**src/rtl/peg_l2_mac_pkg.sv**
```systemverilog
// Shared L2 MAC definitions: pause quanta size and datapath-width helpers.
package peg_l2_mac_pkg;

    // One pause quantum is 512 bit times.
    localparam int unsigned PAUSE_QUANTA_BITS = 512;

    // Number of zero bits appended to a quanta count so the timer
    // counts clock cycles: log2(PAUSE_QUANTA_BITS / bpclk).
    function automatic int unsigned pause_scale(input int unsigned bpclk);
        int unsigned s;
        s = 0;
        for (int unsigned i = 0; i < 10; i++) begin
            if ((bpclk << i) == PAUSE_QUANTA_BITS) begin
                s = i;
            end
        end
        return s;
    endfunction

    // Legal datapath widths are powers of two from 8 to 512 bits.
    function automatic bit bpclk_legal(input int unsigned bpclk);
        return (bpclk >= 8) && (bpclk <= PAUSE_QUANTA_BITS) &&
               ((bpclk & (bpclk - 1)) == 0);
    endfunction

endpackage

```
**src/rtl/peg_l2_mac_pfc_pause_cntr_if.sv**
```systemverilog
// Parser-to-timer-bank bus: pause frame strobe/fields in, per-class status out.
interface peg_l2_mac_pfc_pause_cntr_if #(
    parameter int unsigned NUM_CLASSES = 8
);
    logic                      pause_time_valid;
    logic [NUM_CLASSES-1:0]    pause_class_en;
    logic [16*NUM_CLASSES-1:0] pause_time;
    logic [NUM_CLASSES-1:0]    pause_valid;
    logic                      pause_any;
    logic [NUM_CLASSES-1:0]    pause_expired;

    // Parser / consumer side.
    modport master (
        output pause_time_valid, pause_class_en, pause_time,
        input  pause_valid, pause_any, pause_expired
    );

    // Timer bank side.
    modport slave (
        input  pause_time_valid, pause_class_en, pause_time,
        output pause_valid, pause_any, pause_expired
    );
endinterface

```
**src/rtl/peg_l2_mac_pause_timer.sv**
```systemverilog
// Single-class pause down-counter with registered natural-expiry pulse.
module peg_l2_mac_pause_timer #(
    parameter int unsigned SCALE = 3
) (
    input  logic        clk,
    input  logic        rst_n,
    input  logic        clr,
    input  logic        load,
    input  logic [15:0] load_val,
    output logic        pause_valid,
    output logic        pause_expired
);
    localparam int unsigned CW = 16 + SCALE;

    logic [CW-1:0] cntr;
    logic [CW-1:0] load_ext;

    // Quanta -> cycles; shift form stays legal when SCALE is 0.
    assign load_ext = CW'(load_val) << SCALE;

    // Counter and expiry register; priority reset, clear, load, decrement.
    always_ff @(posedge clk) begin
        if (!rst_n) begin
            cntr          <= '0;
            pause_expired <= 1'b0;
        end else if (clr) begin
            cntr          <= '0;
            pause_expired <= 1'b0;
        end else if (load) begin
            cntr          <= load_ext;
            pause_expired <= 1'b0;
        end else begin
            if (cntr != '0) begin
                cntr <= cntr - 1'b1;
            end
            pause_expired <= (cntr == CW'(1));
        end
    end

    assign pause_valid = ~clr & (cntr != '0);

endmodule

```
**src/rtl/peg_l2_mac_pfc_pause_cntr.sv**
```systemverilog
// PAUSE / PFC timer bank: mode mux, per-class load decode and XOFF summary.
module peg_l2_mac_pfc_pause_cntr
    import peg_l2_mac_pkg::*;
#(
    parameter int unsigned BPCLK       = 64,
    parameter int unsigned NUM_CLASSES = 8
) (
    input  logic                               clk,
    input  logic                               rst_n,
    input  logic                               pause_en,
    input  logic                               pfc_mode,
    peg_l2_mac_pfc_pause_cntr_if.slave         bus
);
    localparam int unsigned SCALE = pause_scale(BPCLK);

    generate
        if (!bpclk_legal(BPCLK)) begin : g_bad_bpclk
            $error("peg_l2_mac_pfc_pause_cntr: BPCLK must be a power of two in 8..512");
        end
        if (NUM_CLASSES < 1 || NUM_CLASSES > 8) begin : g_bad_classes
            $error("peg_l2_mac_pfc_pause_cntr: NUM_CLASSES must be 1..8");
        end
    endgenerate

    logic [NUM_CLASSES-1:0] load;
    logic [NUM_CLASSES-1:0] valid;
    logic [NUM_CLASSES-1:0] expired;
    logic [15:0]            load_val [NUM_CLASSES];
    logic                   clr;

    assign clr = ~pause_en;

    // Load decode and value mux: PFC uses each class field, legacy broadcasts class 0.
    always_comb begin
        for (int unsigned c = 0; c < NUM_CLASSES; c++) begin
            load[c]     = 1'b0;
            load_val[c] = bus.pause_time[15:0];
            if (bus.pause_time_valid) begin
                load[c] = pfc_mode ? bus.pause_class_en[c] : 1'b1;
            end
            if (pfc_mode) begin
                load_val[c] = bus.pause_time[16*c +: 16];
            end
        end
    end

    for (genvar c = 0; c < NUM_CLASSES; c++) begin : g_cls
        peg_l2_mac_pause_timer #(
            .SCALE (SCALE)
        ) u_timer (
            .clk           (clk),
            .rst_n         (rst_n),
            .clr           (clr),
            .load          (load[c]),
            .load_val      (load_val[c]),
            .pause_valid   (valid[c]),
            .pause_expired (expired[c])
        );
    end

    assign bus.pause_valid   = valid;
    assign bus.pause_expired = expired;
    assign bus.pause_any     = |valid;

endmodule
```
**src/flat_wrapper.sv**
```systemverilog
// flat-port wrapper written by rule: the top's interface ports become plain ports
module peg_l2_mac_pfc_pause_cntr_flat import peg_l2_mac_pkg::*;
#(
    parameter int unsigned BPCLK       = 64,
    parameter int unsigned NUM_CLASSES = 8
)
  (clk, rst_n, pause_en, pfc_mode, bus_pause_time_valid, bus_pause_class_en, bus_pause_time, bus_pause_valid, bus_pause_any, bus_pause_expired);
  peg_l2_mac_pfc_pause_cntr_if #(.NUM_CLASSES(NUM_CLASSES)) bus_i ();
  input  logic clk;
  input  logic rst_n;
  input  logic pause_en;
  input  logic pfc_mode;
  input wire logic [$bits(bus_i.pause_time_valid)-1:0] bus_pause_time_valid;
  input wire logic [$bits(bus_i.pause_class_en)-1:0] bus_pause_class_en;
  input wire logic [$bits(bus_i.pause_time)-1:0] bus_pause_time;
  output wire logic [$bits(bus_i.pause_valid)-1:0] bus_pause_valid;
  output wire logic [$bits(bus_i.pause_any)-1:0] bus_pause_any;
  output wire logic [$bits(bus_i.pause_expired)-1:0] bus_pause_expired;
  assign bus_i.pause_time_valid = bus_pause_time_valid;
  assign bus_i.pause_class_en = bus_pause_class_en;
  assign bus_i.pause_time = bus_pause_time;
  assign bus_pause_valid = bus_i.pause_valid;
  assign bus_pause_any = bus_i.pause_any;
  assign bus_pause_expired = bus_i.pause_expired;
  peg_l2_mac_pfc_pause_cntr #(.BPCLK(BPCLK), .NUM_CLASSES(NUM_CLASSES)) u_core (.clk(clk), .rst_n(rst_n), .pause_en(pause_en), .pfc_mode(pfc_mode), .bus(bus_i));
endmodule
```
**config.mk**
```make
export PLATFORM = sky130hd
export DESIGN_NAME = peg_l2_mac_pfc_pause_cntr_flat
export DESIGN_NICKNAME = d
export VERILOG_FILES = /design/src/rtl/peg_l2_mac_pkg.sv /design/src/rtl/peg_l2_mac_pfc_pause_cntr_if.sv /design/src/rtl/peg_l2_mac_pause_timer.sv /design/src/rtl/peg_l2_mac_pfc_pause_cntr.sv /design/src/flat_wrapper.sv
export SDC_FILE = /design/constraint.sdc
export NUM_CORES = 1
export LEC_CHECK = 0
export CORE_UTILIZATION = 54
export DETAILED_ROUTE_END_ITERATION = 8
export PLACE_DENSITY_LB_ADDON = 0.12
export RECOVER_POWER = 100
export SYNTH_ARGS = -nofsm -noshare
export SYNTH_HDL_FRONTEND = slang
export SYNTH_SLANG_ARGS = --single-unit
```
**constraint.sdc**
```tcl
create_clock -name clk -period 2.95 [get_ports clk]
set_clock_uncertainty 0.1 [all_clocks]
set_input_delay 0.59 -clock clk [delete_from_list [all_inputs] [get_ports clk]]
set_output_delay 0.59 -clock clk [all_outputs]
set_load 0.05 [all_outputs]
```
; Yosys cells after proc, flatten, opt, wreduce, memory -nomap -nowiden
; Index checks and enable logic that the tools add are counted.
[word_totals]
memories = 0
output_inout_bits = 17
wordCells = 115
latchBits = 0
regBits = 160
rom_bits = 0
ram_bits = 0
[classes]
multipliers = 0
n_lt_le_gt_ge = 0
addsub = 8
n_eq_ne = 8
reduce_logical = 26
n_mux = 39
n_div = 0
bitwise = 10
shift = 0
[op_table]
columns = cell, count
row1 = 19-bit two-way mux, 16
row2 = "19-bit by 1-bit equality test with 1-bit output, second input constant", 8
row3 = 19-bit nonzero test, 8
row4 = "19-bit by 1-bit subtractor with 19-bit output, second input constant", 8
row5 = 16-bit two-way mux, 7
row6 = 3-bit OR reduction, 8
row7 = 1-bit two-way mux, 16
row8 = 2-bit nonzero test, 8
row9 = 1-bit AND, 8
row10 = 8-bit OR reduction, 1
row11 = 1-bit NOT, 2
row12 = 2-bit AND reduction, 1

; Logic depth before layout (Yosys ltp)
[logic_depth]
word_depth = 3
depth_mapped = 8
ltp_nobuf = 7

; Hierarchy
; From an unflattened synthesis, not the netlist that was laid out.
[unflattened]
cells_unflattened = 1345
area_unflattened_um2 = 9929.5
[by_module_without_submodules]
columns = mod, area_per_inst_um2, seq_area_each_um2, n_inst, cells_per_inst
row1 = peg_l2_mac_pause_timer (u_core.g_cls[0].u_timer ...), 1081.0, 400.4, 5, 133
row2 = peg_l2_mac_pause_timer (u_core.g_cls[5].u_timer ...), 1088.5, 400.4, 3, 135
row3 = peg_l2_mac_pfc_pause_cntr, 1258.7, 0.0, 1, 275

; Least setup slack after synthesis
; Ideal clock, no wire load.
[synth_path]
path_kind = reg2out
from = reg u_core.g_cls[5].u_timer.cntr[0]
to = out bus_pause_any
stages_incl_launch_ff = 9
required_ns = 2.260
path_buffers = 2
setup_slack_ns = -0.092
t_arrival_ns = 2.352
path_cell_list = dfxtp_1 inv_1 ha_1 or4b_1 clkbuf_1 or4_4 buf_6 nor4_2 a21boi_1
[synth_via]
elab_chain_cells = 3
[synth_rtl]
columns = element, line_no
row1 = from (decl), peg_l2_mac_pause_timer.sv:15  ; logic [CW-1:0] cntr;
row2 = from (signal assigned), peg_l2_mac_pause_timer.sv:30  ; cntr <= load_ext;
row3 = from (signal assigned), peg_l2_mac_pause_timer.sv:34  ; cntr <= cntr - 1'b1;
row4 = 19-bit nonzero test, peg_l2_mac_pause_timer.sv:40  ; assign pause_valid = ~clr & (cntr != '0);
row5 = 1-bit AND, peg_l2_mac_pause_timer.sv:40
row6 = 8-bit OR reduction, peg_l2_mac_pfc_pause_cntr.sv:63  ; assign bus.pause_any = |valid;
row7 = to (decl), flat_wrapper.sv:17  ; output wire logic [$bits(bus_i.pause_any)-1:0] bus_pause_any;
; Every way passes these cells.

; Worst setup path after layout
[layout_path]
from = reg u_core.g_cls[5].u_timer.cntr[1]
to = out bus_pause_any
; Same word-level chain as after synthesis.

==> results_dict.tcl <==
set metrics [dict create \
    endpoint_kind "primary output" \
    coreArea_um2 17300 \
    rsz0062_at_grt "yes" \
    hpwl_um 21800 \
    cts_sinks 160 \
    cts_tree "yes" \
    final_nets 1507 \
    pwr-share-comb_pct 40.6 \
    path_clk_slew_ns 0.07 \
    gr-usage-all-layers_pct 34.1 \
    multi_input_area_um2 5990 \
    cp_data_arrival_time_ns 2.54 \
    nFillCells 1380 \
    grt_pass1_vias 9055 \
    fin_ws_ns -0.276 \
    gp_congestion 0.978 \
    post-route-util_pct 72.0 \
    finalSetupTns_ns -0.889 \
    power_switching_w 0.00296 \
    finalPower_w 0.00817 \
    clk_latency_ns 0.43 \
    worstSetupStartpointType "flop" \
    synthToLayoutAreaGrowth_pct 30.0 \
    post-route-min-period_ns 3.23 \
    hold_class "reg2reg" \
    clkPwrFrac_pct 27.4 \
    register_area_um2 3220 \
    antennaDiodeCount 0 \
    criticalPathCategory "reg2out" \
    whs_ns 0.369 \
    period_share_pct 109 \
    p_leak_nw 4.69 \
    cts_buffers 17 \
    post-place-ws_ns -0.0236 \
    netlist_top_cells_area "dfxtp_1 (33%), a211oi_1 (10%), xnor2_1 (5.9%)" \
    worst_pin_slew_ns 1.10 \
    pin_count 158 \
    syn_area_per_cell_um2 8.21 \
    power.density_nw_per_um2 656 \
    antenna_found_initial 0 \
    max_freq_ghz 0.310 \
    synthCells 1168 \
    finalHoldViolCount 0 \
    switching_share_pct 36.2 \
    setup_violations 4 \
    crit_fanout 2 \
    cts-root-buf "clkbuf_16" \
    slew_headroom_pct 26.6 \
    vias 9846 \
    synthesis.nets 1333 \
    r2r_slack_ns 0.33 \
    ys_seq_area_share_pct 33.4 \
    cts.path.max_buffers 2 \
    yosys.area.top_type "dfxtp_1" \
    routed_via_density 6.23 \
    max-vdd-ir-drop_v 0.000516 \
    drtIter0Drc 853 \
    wl_per_cell_um 19.8 \
    synth_seq_cells 160 \
    violations "negative setup slack" \
    synth_area_um2 9580 \
    synth_cell_type_count 64 \
    status "finished with violations" \
    htree_levels 4 \
    p_seq_share_pct 32.0 \
    drive_above_1_share_pct 14.1 \
    slew_violations 0 \
    chipWidth_um 135 \
    initial_core_util_pct 55.4 \
    synthArstFlopShare_pct 0 \
    die_area_um2 18300 \
    ant_nets 0 \
    io_buffers 157 \
    fp.dieH_um 135 \
    grt_overflow 0 \
    drcViolationCount 0 \
    grt_max_degree 53 \
    required_ns 2.26 \
    num_rows 48 \
    synth_warnings 0 \
    grt_pass1_wl_um 47900 \
    max_cap_violations 0 \
    synth_ff_type "dfxtp_1" \
    postCtsHoldBufs 0 \
    synth_edf_count 0 \
    internal_power_w 0.00522 \
    dr.pass1.iters 5 \
    synth.top_cell.area_share_pct 33.4 \
    drt_wl_total_um 31300 \
]
stage by stage:
stage / cells / instance area [µm²]
global placement: 1539 / 11700
global route: 1580 / 12500
floorplan: 1168 / 9600
CTS: 1574 / 12400
finish: 1580 / 12500
detailed placement: 1539 / 11700
cells by family after synthesis:
kind of cell               after synthesis  share of synthesized area [%]
AOI/OAI and AO/OA                      337                           23.0
xor gates and xnor gates               122                           11.1
adders and majority gates               24                           3.13
buffers and inverters                  115                           5.29
DFF                                    160                           33.4
muxes                                    4                          0.431
and+or+nand+nor                        406                           23.6
worst paths after layout:
path / cells after the start / endpoint / from
hold reg to reg: 1 / u_core.g_cls[2].u_timer.pause_expired / u_core.g_cls[2].u_timer.cntr[18]
setup / recovery: 7 / bus_pause_any / u_core.g_cls[5].u_timer.cntr[1]
setup reg to reg: 10 / u_core.g_cls[5].u_timer.cntr[12] / u_core.g_cls[5].u_timer.cntr[1]
hold / removal: 1 / u_core.g_cls[2].u_timer.pause_expired / u_core.g_cls[2].u_timer.cntr[18]
routing by layer:
layer  routed length, µm  up-vias  GRT usage (%)  part of all wire (%)
met4                1170        0           15.9                   3.7
met2               13900      465           52.0                    44
met3                2730       74           6.62                   8.7
met1               13500     4641           46.2                    43
li1                    -     4666              -                     -
met5                   0        -              0                     0
critical path, stage by stage, from the launching register on:
cell	delay, ns
dfxtp_2	0.33
inv_2	0.08
ha_4	0.12
or4b_4	0.47
or4_4	0.60
nor4_4	0.22
a21boi_4	0.11
buf_6	0.16
cell type report:
type,instances,share of cell area [%]
clock inverters,13,1.10
flip-flops and latches,160,25.8
multi-input cells,893,48.1
inverters,20,0.603
repair buffers,250,18.5
well taps,225,2.26
clock buffers,19,3.64
placed cells by master, fill, tap and decap left out, types with 10 or more instances in the layout:
master	n
dfxtp_1	149
clkdlybuf4s50_1	146
a211oi_1	134
nor2_1	95
buf_4	86
xnor2_1	65
a21oi_1	60
xor2_1	57
nand2_1	55
nor3_1	46
o21ai_0	44
nor4_1	35
nand3_1	27
o22ai_1	26
ha_1	23
or4_1	21
nor2b_1	19
inv_1	18
clkbuf_16	17
a31oi_1	15
o21ai_1	11
dfxtp_2	11
or2_2	10
nand4_1	10
repair_timing:
item	CTS	global route
resized for setup	23	26
endpoints found under the setup margin	8	8
buffers inserted	3	7
pin swaps	10	11
state kept, by name, summed over array words and instances (netlist names):
name / count
u_core.g_cls.u_timer.cntr: 152
u_core.g_cls.u_timer.pause_expired: 8
cells in the mapped netlist (8+ instances only):
cell type and count:
o22ai_1 26, or4_1 22, o21a_1 8, nand2_1 55
nand4_1 10, nand3b_1 9, buf_4 16, nor2_1 95
a21oi_1 60, nand3_1 27, xor2_1 57, a211oi_1 134
ha_1 24, xnor2_1 65, nor4_1 41, nor3_1 47
o21ai_0 45, and2_1 11, o21ai_1 12, clkbuf_1 68
nor2b_1 19, o211ai_1 8, inv_1 20, nand2b_1 9
a31oi_1 15, or2_2 12, nor3b_1 8, dfxtp_1 160
power groups by stage:
stage | combinational [W] | sequential, W | clock [W]
6_report | 0.00332 | 0.00261 | 0.00224
5_1_grt | 0.00361 | 0.00264 | 0.00233
4_1_cts | 0.00324 | 0.00260 | 0.00224
3_5_place_dp | 0.00316 | 0.00263 | 0
3_3_place_gp | 0.00312 | 0.00262 | 0
2_1_floorplan | 0.00224 | 0.00259 | 0
(Power assumes the default switching activity.)
